`src/rtl/riscv_pkg.sv`:
```
// Shared RV32I definitions used by the fetch stage.
package riscv_pkg;

  localparam int XLEN    = 32;
  localparam int INSTR_W = 32;

  localparam logic [XLEN-1:0] RESET_PC_DEFAULT = 32'h0000_0000;

  // One fetched instruction together with the PC it was fetched from.
  typedef struct packed {
    logic [XLEN-1:0]    pc;
    logic [INSTR_W-1:0] instr;
  } fetch_entry_t;

endpackage

```
`src/rtl/fetch_queue.sv`:
```
// Small synchronous FIFO of fetch entries with flush. DEPTH must be a power of two.
// The head entry is presented combinationally; it is meaningless while o_empty is set.
module fetch_queue
  import riscv_pkg::*;
#(
  parameter int DEPTH = 2
) (
  input  logic                    clk,
  input  logic                    rst_n,
  input  logic                    i_push,
  input  fetch_entry_t            i_push_data,
  input  logic                    i_pop,
  input  logic                    i_flush,
  output fetch_entry_t            o_head,
  output logic [$clog2(DEPTH):0]  o_count,
  output logic                    o_full,
  output logic                    o_empty
);

  localparam int AW = $clog2(DEPTH);

  fetch_entry_t    r_mem [DEPTH];
  logic [AW-1:0]   r_rd_ptr;
  logic [AW-1:0]   r_wr_ptr;
  logic [AW:0]     r_count;
  logic            w_do_push;
  logic            w_do_pop;

  assign o_full    = (r_count == (AW+1)'(DEPTH));
  assign o_empty   = (r_count == '0);
  assign o_count   = r_count;
  assign o_head    = r_mem[r_rd_ptr];
  assign w_do_pop  = i_pop && !o_empty;
  // A push into a full FIFO is only legal when the head leaves in the same cycle.
  assign w_do_push = i_push && (!o_full || w_do_pop);

  // Pointer and count bookkeeping; flush empties the FIFO and overrides push/pop.
  always_ff @(posedge clk) begin
    if (!rst_n || i_flush) begin
      r_rd_ptr <= '0;
      r_wr_ptr <= '0;
      r_count  <= '0;
    end else begin
      if (w_do_push) r_wr_ptr <= r_wr_ptr + AW'(1);
      if (w_do_pop)  r_rd_ptr <= r_rd_ptr + AW'(1);
      case ({w_do_push, w_do_pop})
        2'b10:   r_count <= r_count + (AW+1)'(1);
        2'b01:   r_count <= r_count - (AW+1)'(1);
        default: r_count <= r_count;
      endcase
    end
  end

  // Entry storage; contents need no reset because the count qualifies them.
  always_ff @(posedge clk) begin
    if (rst_n && !i_flush && w_do_push) r_mem[r_wr_ptr] <= i_push_data;
  end

  // Upstream credit accounting must make an unmatched push into a full FIFO impossible.
  a_no_overflow: assert property (@(posedge clk) disable iff (!rst_n)
    !(i_push && o_full && !i_pop && !i_flush));

endmodule

```
`src/rtl/fetch_unit.sv`:
```
// RV32I instruction fetch: owns the PC, issues credit-limited in-order imem
// requests, tags responses with their PC and queues them for decode.
// EX redirects flush all wrong-path state and discard stale responses.
module fetch_unit
  import riscv_pkg::*;
#(
  parameter logic [XLEN-1:0] RESET_PC = RESET_PC_DEFAULT,
  parameter int              QDEPTH   = 2
) (
  input  logic               clk,
  input  logic               rst_n,
  output logic               imem_req_valid,
  input  logic               imem_req_ready,
  output logic [XLEN-1:0]    imem_req_addr,
  input  logic               imem_rsp_valid,
  input  logic [INSTR_W-1:0] imem_rsp_data,
  input  logic               redirect_valid,
  input  logic [XLEN-1:0]    redirect_pc,
  output logic               if_valid,
  input  logic               if_ready,
  output logic [INSTR_W-1:0] if_instr,
  output logic [XLEN-1:0]    if_pc
);

  localparam int            CW         = $clog2(QDEPTH) + 1;
  localparam logic [CW:0]   CREDIT_MAX = (CW+1)'(QDEPTH);

  logic [XLEN-1:0] r_pc;
  logic [CW-1:0]   r_inflight;
  logic [CW-1:0]   r_drop;

  fetch_entry_t    w_iq_head;
  fetch_entry_t    w_iq_push_data;
  logic [CW-1:0]   w_iq_count;
  logic            w_iq_full;
  logic            w_iq_empty;
  logic            w_iq_has;

  fetch_entry_t    w_pcq_head;
  fetch_entry_t    w_pcq_push_data;
  logic [CW-1:0]   w_pcq_count;
  logic            w_pcq_full;
  logic            w_pcq_empty;

  logic            w_req_fire;
  logic            w_rsp_keep;
  logic            w_deq;
  logic [CW:0]     w_credit_used;
  logic            w_unused;

  assign w_iq_has = rst_n && !w_iq_empty;
  assign if_valid = w_iq_has && !redirect_valid;
  assign if_instr = w_iq_has ? w_iq_head.instr : '0;
  assign if_pc    = w_iq_has ? w_iq_head.pc    : '0;
  assign w_deq    = if_valid && if_ready;

  // Occupancy is counted after this cycle's dequeue: that slot is free by the
  // time any new response can land, which keeps one fetch per cycle sustainable.
  assign w_credit_used  = {1'b0, r_inflight} + {1'b0, w_iq_count} - {{CW{1'b0}}, w_deq};
  assign imem_req_valid = rst_n && !redirect_valid && (w_credit_used < CREDIT_MAX);
  assign imem_req_addr  = r_pc;
  assign w_req_fire     = imem_req_valid && imem_req_ready;

  // Responses still owed to pre-redirect requests, or arriving alongside a redirect, are dropped.
  assign w_rsp_keep = imem_rsp_valid && (r_drop == '0) && !redirect_valid;

  assign w_pcq_push_data = '{pc: r_pc, instr: '0};
  assign w_iq_push_data  = '{pc: w_pcq_head.pc, instr: imem_rsp_data};

  fetch_queue #(.DEPTH(QDEPTH)) u_pc_fifo (
    .clk         (clk),
    .rst_n       (rst_n),
    .i_push      (w_req_fire),
    .i_push_data (w_pcq_push_data),
    .i_pop       (w_rsp_keep),
    .i_flush     (redirect_valid),
    .o_head      (w_pcq_head),
    .o_count     (w_pcq_count),
    .o_full      (w_pcq_full),
    .o_empty     (w_pcq_empty)
  );

  fetch_queue #(.DEPTH(QDEPTH)) u_instr_q (
    .clk         (clk),
    .rst_n       (rst_n),
    .i_push      (w_rsp_keep),
    .i_push_data (w_iq_push_data),
    .i_pop       (w_deq),
    .i_flush     (redirect_valid),
    .o_head      (w_iq_head),
    .o_count     (w_iq_count),
    .o_full      (w_iq_full),
    .o_empty     (w_iq_empty)
  );

  assign w_unused = ^{w_pcq_head.instr, w_pcq_count, w_pcq_full, w_pcq_empty, w_iq_full};

  // Fetch PC: redirect target (forced word-aligned) beats sequential advance.
  always_ff @(posedge clk) begin
    if (!rst_n)              r_pc <= RESET_PC;
    else if (redirect_valid) r_pc <= {redirect_pc[XLEN-1:2], 2'b00};
    else if (w_req_fire)     r_pc <= r_pc + XLEN'(4);
  end

  // Outstanding request count and number of stale responses left to discard.
  always_ff @(posedge clk) begin
    if (!rst_n) begin
      r_inflight <= '0;
      r_drop     <= '0;
    end else begin
      r_inflight <= r_inflight + CW'(w_req_fire) - CW'(imem_rsp_valid);
      if (redirect_valid)
        r_drop <= r_inflight - CW'(imem_rsp_valid);
      else if (imem_rsp_valid && (r_drop != '0))
        r_drop <= r_drop - CW'(1);
    end
  end

endmodule
```
`config.mk`:
```
export PLATFORM = sky130hd
export DESIGN_NAME = fetch_unit
export DESIGN_NICKNAME = d
export VERILOG_FILES = /design/src/rtl/riscv_pkg.sv /design/src/rtl/fetch_queue.sv /design/src/rtl/fetch_unit.sv
export SDC_FILE = /design/constraint.sdc
export NUM_CORES = 1
export LEC_CHECK = 0
export ABC_AREA = 1
export BUFFER_PORTS_ARGS = -buffer_cell sky130_fd_sc_hd__buf_2
export CORE_MARGIN = 3
export CORE_UTILIZATION = 40
export DETAILED_ROUTE_END_ITERATION = 10
export GPL_ROUTABILITY_DRIVEN = 1
export MAX_ROUTING_LAYER = met4
export PLACE_DENSITY = 0.73
export SLEW_MARGIN = 30
export SYNTH_ARGS = -nofsm -noshare
export SYNTH_HDL_FRONTEND = slang
export SYNTH_SLANG_ARGS = --single-unit
```
`constraint.sdc`:
```
create_clock -name clk -period 6.7 [get_ports clk]
set_clock_uncertainty 0.15 [all_clocks]
set_input_delay 1.34 -clock clk [delete_from_list [all_inputs] [get_ports clk]]
set_output_delay 1.34 -clock clk [all_outputs]
set_load 0.02 [all_outputs]
```
=== Yosys cells after proc, flatten, opt, wreduce, memory -nomap -nowiden ===
Memory sizes are Yosys's and may differ from the RTL's. A register that Yosys moved wholly into a read port is not among the register bits.
Index checks and enable logic that the tools add are counted.

* Register bits after elaboration: 44
* Bits in latches: 0
* Bits in writable memories: 192
* ROM bits: 0
* Bits of input ports: 70
* Output and inout port bits: 98
* Logic and storage cells: 84
* Memories kept: 2

{| class="wikitable"
|+ Memory list
! name !! depth !! width !! rd ports !! clocked after Yosys merged registers in !! write ports !! line !! RTL
|-
| u_instr_q.r_mem || 2 || 64 || 1 || 1 || 1 || fetch_queue.sv:22 || <nowiki>fetch_entry_t r_mem [DEPTH];</nowiki>
|-
| u_pc_fifo.r_mem || 2 || 32 || 1 || 1 || 1 || fetch_queue.sv:22 ||
|}

* Add/sub/neg operators: 15
* Multiply operators: 0
* Divide/modulo/power cells: 0
* Magnitude comparators: 1
* Equal/unequal tests: 6
* Shifts and indexed selects: 0
* Muxes and demuxes: 16
* Bitwise logic cells: 1
* Reduce and logical (&&, ||, !) cells: 33

{| class="wikitable"
|+ Operator list
! kind !! count
|-
| 32-bit two-way mux || 4
|-
| 32-bit by 3-bit adder with 32-bit output (second input constant) || 1
|-
| 1-bit logical AND || 15
|-
| 2-bit nonzero test || 5
|-
| 2-bit == test (second input constant) || 4
|-
| 1-bit two-way mux || 8
|-
| 2-bit one-hot mux with 2 select lines || 2
|-
| 1-bit logical NOT || 6
|-
| 2-bit logical NOT || 3
|-
| 2-bit by 1-bit subtractor with 2-bit output (second input constant) || 3
|-
| 1-bit adder (second input constant) || 4
|-
| 2-bit by 1-bit adder with 2-bit output (second input constant) || 2
|-
| 2-bit by 1-bit == test with 1-bit output (second input constant) || 2
|-
| 2-bit two-way mux || 2
|-
| 2-bit by 1-bit subtractor with 2-bit output || 2
|-
| 2-bit by 2-bit adder with 3-bit output || 1
|-
| 1-bit logical OR || 3
|-
| 3-bit by 2-bit less-than comparator with 1-bit output (second input constant) || 1
|-
| 3-bit by 1-bit subtractor with 3-bit output || 1
|-
| 2-bit by 1-bit adder with 2-bit output || 1
|-
| 2-bit OR reduction || 1
|-
| 1-bit inverter || 1
|}

=== Longest topological paths before layout ===
* Depth in word-level cells: 13
* Gate-level depth with buffers: 17
* Depth with buffers taken out: 16

=== By module ===
Synthesis repeated with hierarchy kept, for this count alone.

* Cell total of the unflattened synthesis: 1,071
* Area, all modules: 12,991.2 um2

{| class="wikitable"
|+ By module, submodules not included
! module !! times used !! cells each !! area an instance (um2) !! sequential area each (um2)
|-
| fetch_queue || 2 || 241 || 4,884.7 || 3,943.8
|-
| fetch_unit || 1 || 589 || 3,221.8 || 680.7
|}

=== Worst setup path after synthesis ===
Ideal clock, no wire load.

* Kind: input to register
* Start point: input port rst_n
* End point: memory u_instr_q.r_mem[0][0] (netlist bit) (enable)
* Setup time: 0.558 ns
* Data arrival time: 6.281 ns
* Data required time: 5.992 ns
* Setup slack: -0.289 ns
* Cell stages on the path: 6
* Buffers on the path: 0
* Path through: inv_2 > a21oi_2 > nand3_1 > nand3_1 > nand2_1 > nor3_1

* Cells in the longest elaborated chain, start to end: 9
* Elaborated cells between the ends (all ways): 10
* Classes of those cells: mux (2); reduce/logical (8)

{| class="wikitable"
|+ RTL lines
! what !! line !! RTL
|-
| from (decl) || fetch_unit.sv:11 || <nowiki>input logic rst_n,</nowiki>
|-
| 1-bit logical AND || fetch_unit.sv:51 || <nowiki>assign w_iq_has = rst_n && !w_iq_empty;</nowiki>
|-
| 1-bit logical AND || fetch_unit.sv:52 || <nowiki>assign if_valid = w_iq_has && !redirect_valid;</nowiki>
|-
| 1-bit logical AND || fetch_unit.sv:55 || <nowiki>assign w_deq = if_valid && if_ready;</nowiki>
|-
| 1-bit logical AND || fetch_queue.sv:33 || <nowiki>assign w_do_pop = i_pop && !o_empty;</nowiki>
|-
| 1-bit logical OR || fetch_queue.sv:35 || <nowiki>assign w_do_push = i_push && (!o_full || w_do_pop);</nowiki>
|-
| 1-bit logical AND || fetch_queue.sv:35 ||
|-
| 1-bit logical AND (*) || fetch_queue.sv:56 || <nowiki>if (rst_n && !i_flush && w_do_push) r_mem[r_wr_ptr] <= i_push_data;</nowiki>
|-
| 1-bit two-way mux (*) || fetch_queue.sv:56 ||
|-
| 1-bit two-way mux (implied by the code) (*) || fetch_queue.sv:56 ||
|-
| to (decl) || fetch_queue.sv:22 ||
|}

Every way passes the cells marked *; elsewhere a longest branch is shown, timed or not.

=== Worst setup path in the final report ===
* Start point: input port rst_n
* End point: output port imem_req_valid

* Cells in the longest elaborated chain, start to end: 6
* Elaborated cells between the ends (all ways): 7
* Classes of those cells: add/sub (1); order compare (1); reduce/logical (5)

{| class="wikitable"
|+ RTL lines
! what !! line !! RTL
|-
| 1-bit logical AND || fetch_unit.sv:51 ||
|-
| 1-bit logical AND || fetch_unit.sv:52 ||
|-
| 1-bit logical AND || fetch_unit.sv:55 ||
|-
| 3-bit by 1-bit subtractor with 3-bit output || fetch_unit.sv:59 || <nowiki>assign w_credit_used = {1'b0, r_inflight} + {1'b0, w_iq_count} - {{CW{1'b0}}, w_deq};</nowiki>
|-
| 3-bit by 2-bit less-than comparator with 1-bit output || fetch_unit.sv:60 || <nowiki>assign imem_req_valid = rst_n && !redirect_valid && (w_credit_used < CREDIT_MAX);</nowiki>
|-
| 1-bit logical AND (*) || fetch_unit.sv:60 ||
|-
| to (decl) || fetch_unit.sv:12 || <nowiki>output logic imem_req_valid,</nowiki>
|}

Marked as above.

==> metrics.csv <==
metric,value,unit
Detailed Route WL,22.4,mm
Worst R2R Start,u_instr_q.o_count[0],
largest net degree at the start of global routing,63,
CORE AREA,24600,um2
Netlist cell types,34,
share of the synthesized area in the top cell type,0.545,
Final setup viols,0,
Post-Syn Area,10100,um2
nets,1176,
Slew @ Worst Pin,0.927,ns
max-slew violations,0,
final hold violations,0,
Syn-to-layout area delta,18.8,%
worst path required time,5.21,ns
Min-Delay Startpoint,u_pc_fifo.r_rd_ptr,
Clock power frac,0.407,
Worst slew margin,0.382,
hpwl dp,14.5,mm
Syn. warnings,0,
htree depth,1,
LEAKAGE,5.18,nW
combinational power share,0.068,
# IOs,168,
Worst Path Max Fanout,27,
Via density,4.76,
Crit path arrival time,3.94,ns
CTS root buf,clkbuf_16,
switching power of the nets,684,uW
Hold Buf Count CTS,0,
"Cell Count, Final, Fillers Out",1438,
Tcrit/Tclk final,0.810,
Setup TNS,0,ns
Tmin final,5.43,ns
Reg area,6410,um2
Placed Cells,1394,
via count of the first global-routing pass,6858,
die width,165,um
Synth area leaders,"edfxtp_1 (54%), mux2_2 (10%), nand2_1 (8.9%)",
max cap viols,0,
clock-pin slew on the worst setup and hold paths,0.06,ns
TritonCTS buffer count,25,
Reg2Reg Capture Point,r_inflight[1],
Most used DFF post-synth,edfxtp_1,
Die Ht,165,um
ANT nets after route,0,
Post-DP Area,11300,um2
clk buf depth,3,
Worst Setup Path Type,in -> out,
gr ovfl total,0,
Yosys top cell by area,edfxtp_1,
post-synthesis sequential area ratio,0.631,
first-pass GRT wire length,35.1,mm
Residual DRC,0,
switching share of power,0.224,
n_diodes,0,
fill cell count,2272,
drt initial violations,587,
Seq pwr share,0.525,
outcome,"complete, no violations",
cts repair resizes,0,
area of the multi-input gates,3140,um2
drt pass-1 iters,5,
Power Dens Cells,253,nW/um2
fmax,184,MHz
routed length per instance,15.6,um
initial antenna violation count,0,
RSZ-0062 raised after global routing,no,
"top cells by count, synth","nand2_1 (240), edfxtp_1 (184), inv_1 (124)",
hold depth,1,
# port buffers,161,
R2R depth,16,
Startpoint Class,input pin,
Post-CTS Setup Bufs,0,
Post-synth ARST share,0,
Worst-Skew Late Latency,0.51,ns
Hold Crit Class,reg -> reg,
"EDFF count, synth",184,
Pint,2.37,mW
Sink Count,228,
worst vdd ir,0.000141,V
Tot GR Track Use,0.167,
"Design Area, Final",12100,um2
syn avg cell area,10.9,um2
# rows,57,
Placer Congestion,0.940,
share of layout cells above drive strength 1,0.280,
die area,27300,um2
r2r setup slk,2.86,ns
crit path capture type,output pin,
Initial Util,0.412,
Post-Syn Instances,931,
via count,6847,
most numerous cell in the Yosys netlist,nand2_1,
hold endpoint,u_pc_fifo.r_rd_ptr,
Synth Register Bits,228,
CTS tree,built,
layer usage:
layer  global-route usage  vias up  share of wire
li1                     -     3423              -
met1                0.203     3202           0.42
met2                0.298      189           0.50
met3               0.0227       33          0.059
met4               0.0362        0          0.016
met5                    -        -              0
worst max-delay path by stage:
stage / from / to / slack, ns / cells after the start
floorplan: rst_n / u_instr_q.r_mem[0][0] / -0.29 / 6
global placement: rst_n / imem_req_valid / 1.36 / 11
detailed placement: rst_n / imem_req_valid / 1.30 / 11
CTS: rst_n / imem_req_valid / 1.27 / 11
global route: rst_n / imem_req_valid / 1.14 / 11
finish: rst_n / imem_req_valid / 1.27 / 11
critical path: stages:
cell and delay (ns):
buf_2 0.24, inv_2 0.31, a21oi_4 0.21, nand3_1 0.19, inv_1 0.10, ha_1 0.21, or2_2 0.30, fa_1 0.39
xnor2_1 0.40, nor2_4 0.07, buf_2 0.17
kinds of logic (layout without fill, tap and decap cells):
kind of cell / count (synthesis) / count (layout) / synth area share
adder cells (fa/ha/maj): 9 / 9 / 0.0118
buffers and inverters: 161 / 341 / 0.0624
flip-flops: 228 / 228 / 0.631
AO/OA/AOI/OAI: 54 / 54 / 0.0290
other: 1 / 4 / 0.000370
XOR/XNOR: 15 / 15 / 0.0129
multiplexers: 92 / 92 / 0.102
AND/OR/NAND/NOR: 371 / 371 / 0.150
flip-flops by register name (all words and copies together), names as in the netlist, named ones only:
| register | cells |
|---|---|
| u_instr_q.o_count | 2 |
| r_inflight | 2 |
| u_pc_fifo.r_wr_ptr | 1 |
| u_pc_fifo.r_rd_ptr | 1 |
| u_pc_fifo.o_count | 2 |
| imem_req_addr | 30 |
| u_instr_q.r_rd_ptr | 1 |
| u_pc_fifo.r_mem | 60 |
| u_instr_q.r_wr_ptr | 1 |
| u_instr_q.r_mem | 124 |
| r_drop | 2 |
cell usage in the layout, fill, tap and decap left out, types with 4 or more instances in the layout:
master	instances
clkbuf_16	26
mux2_2	92
clkbuf_1	8
dfxtp_1	43
a21oi_1	33
nand2_1	240
nor2_1	60
o21ai_0	10
nand3_1	56
xor2_1	8
inv_1	124
buf_2	161
conb_1	4
edfxtp_1	184
xnor2_1	7
buf_4	9
ha_1	8
stage by stage:
step           setup WS [ns]  hold slack [ns]  power, mW   util
6_report                1.27            0.311       3.06  0.490
5_1_grt                 1.14            0.339       3.18  0.490
4_1_cts                 1.27            0.310       3.10  0.490
3_5_place_dp            1.30            0.299       1.84  0.459
3_3_place_gp            1.36            0.285       1.84  0.459
2_1_floorplan         -0.289            0.275       1.76      -
power groups by stage:
stage / sequential (mW) / clock, mW / combinational [mW]
after global routing: 1.61 / 1.34 / 0.234
final: 1.61 / 1.24 / 0.208
after global placement: 1.63 / 0 / 0.203
after CTS: 1.61 / 1.28 / 0.211
after floorplan: 1.64 / 0 / 0.125
after detailed placement: 1.64 / 0 / 0.209
layout make-up:
type | instances | share of cell area
Clock buffer | 35 | 0.0576
Clock inverter | 9 | 0.00488
Timing Repair Buffer | 170 | 0.0724
Multi-Input combinational cell | 545 | 0.261
Inverter | 127 | 0.0395
Sequential cell | 228 | 0.531
Tap cell | 324 | 0.0336
(Power assumes the default switching activity.)
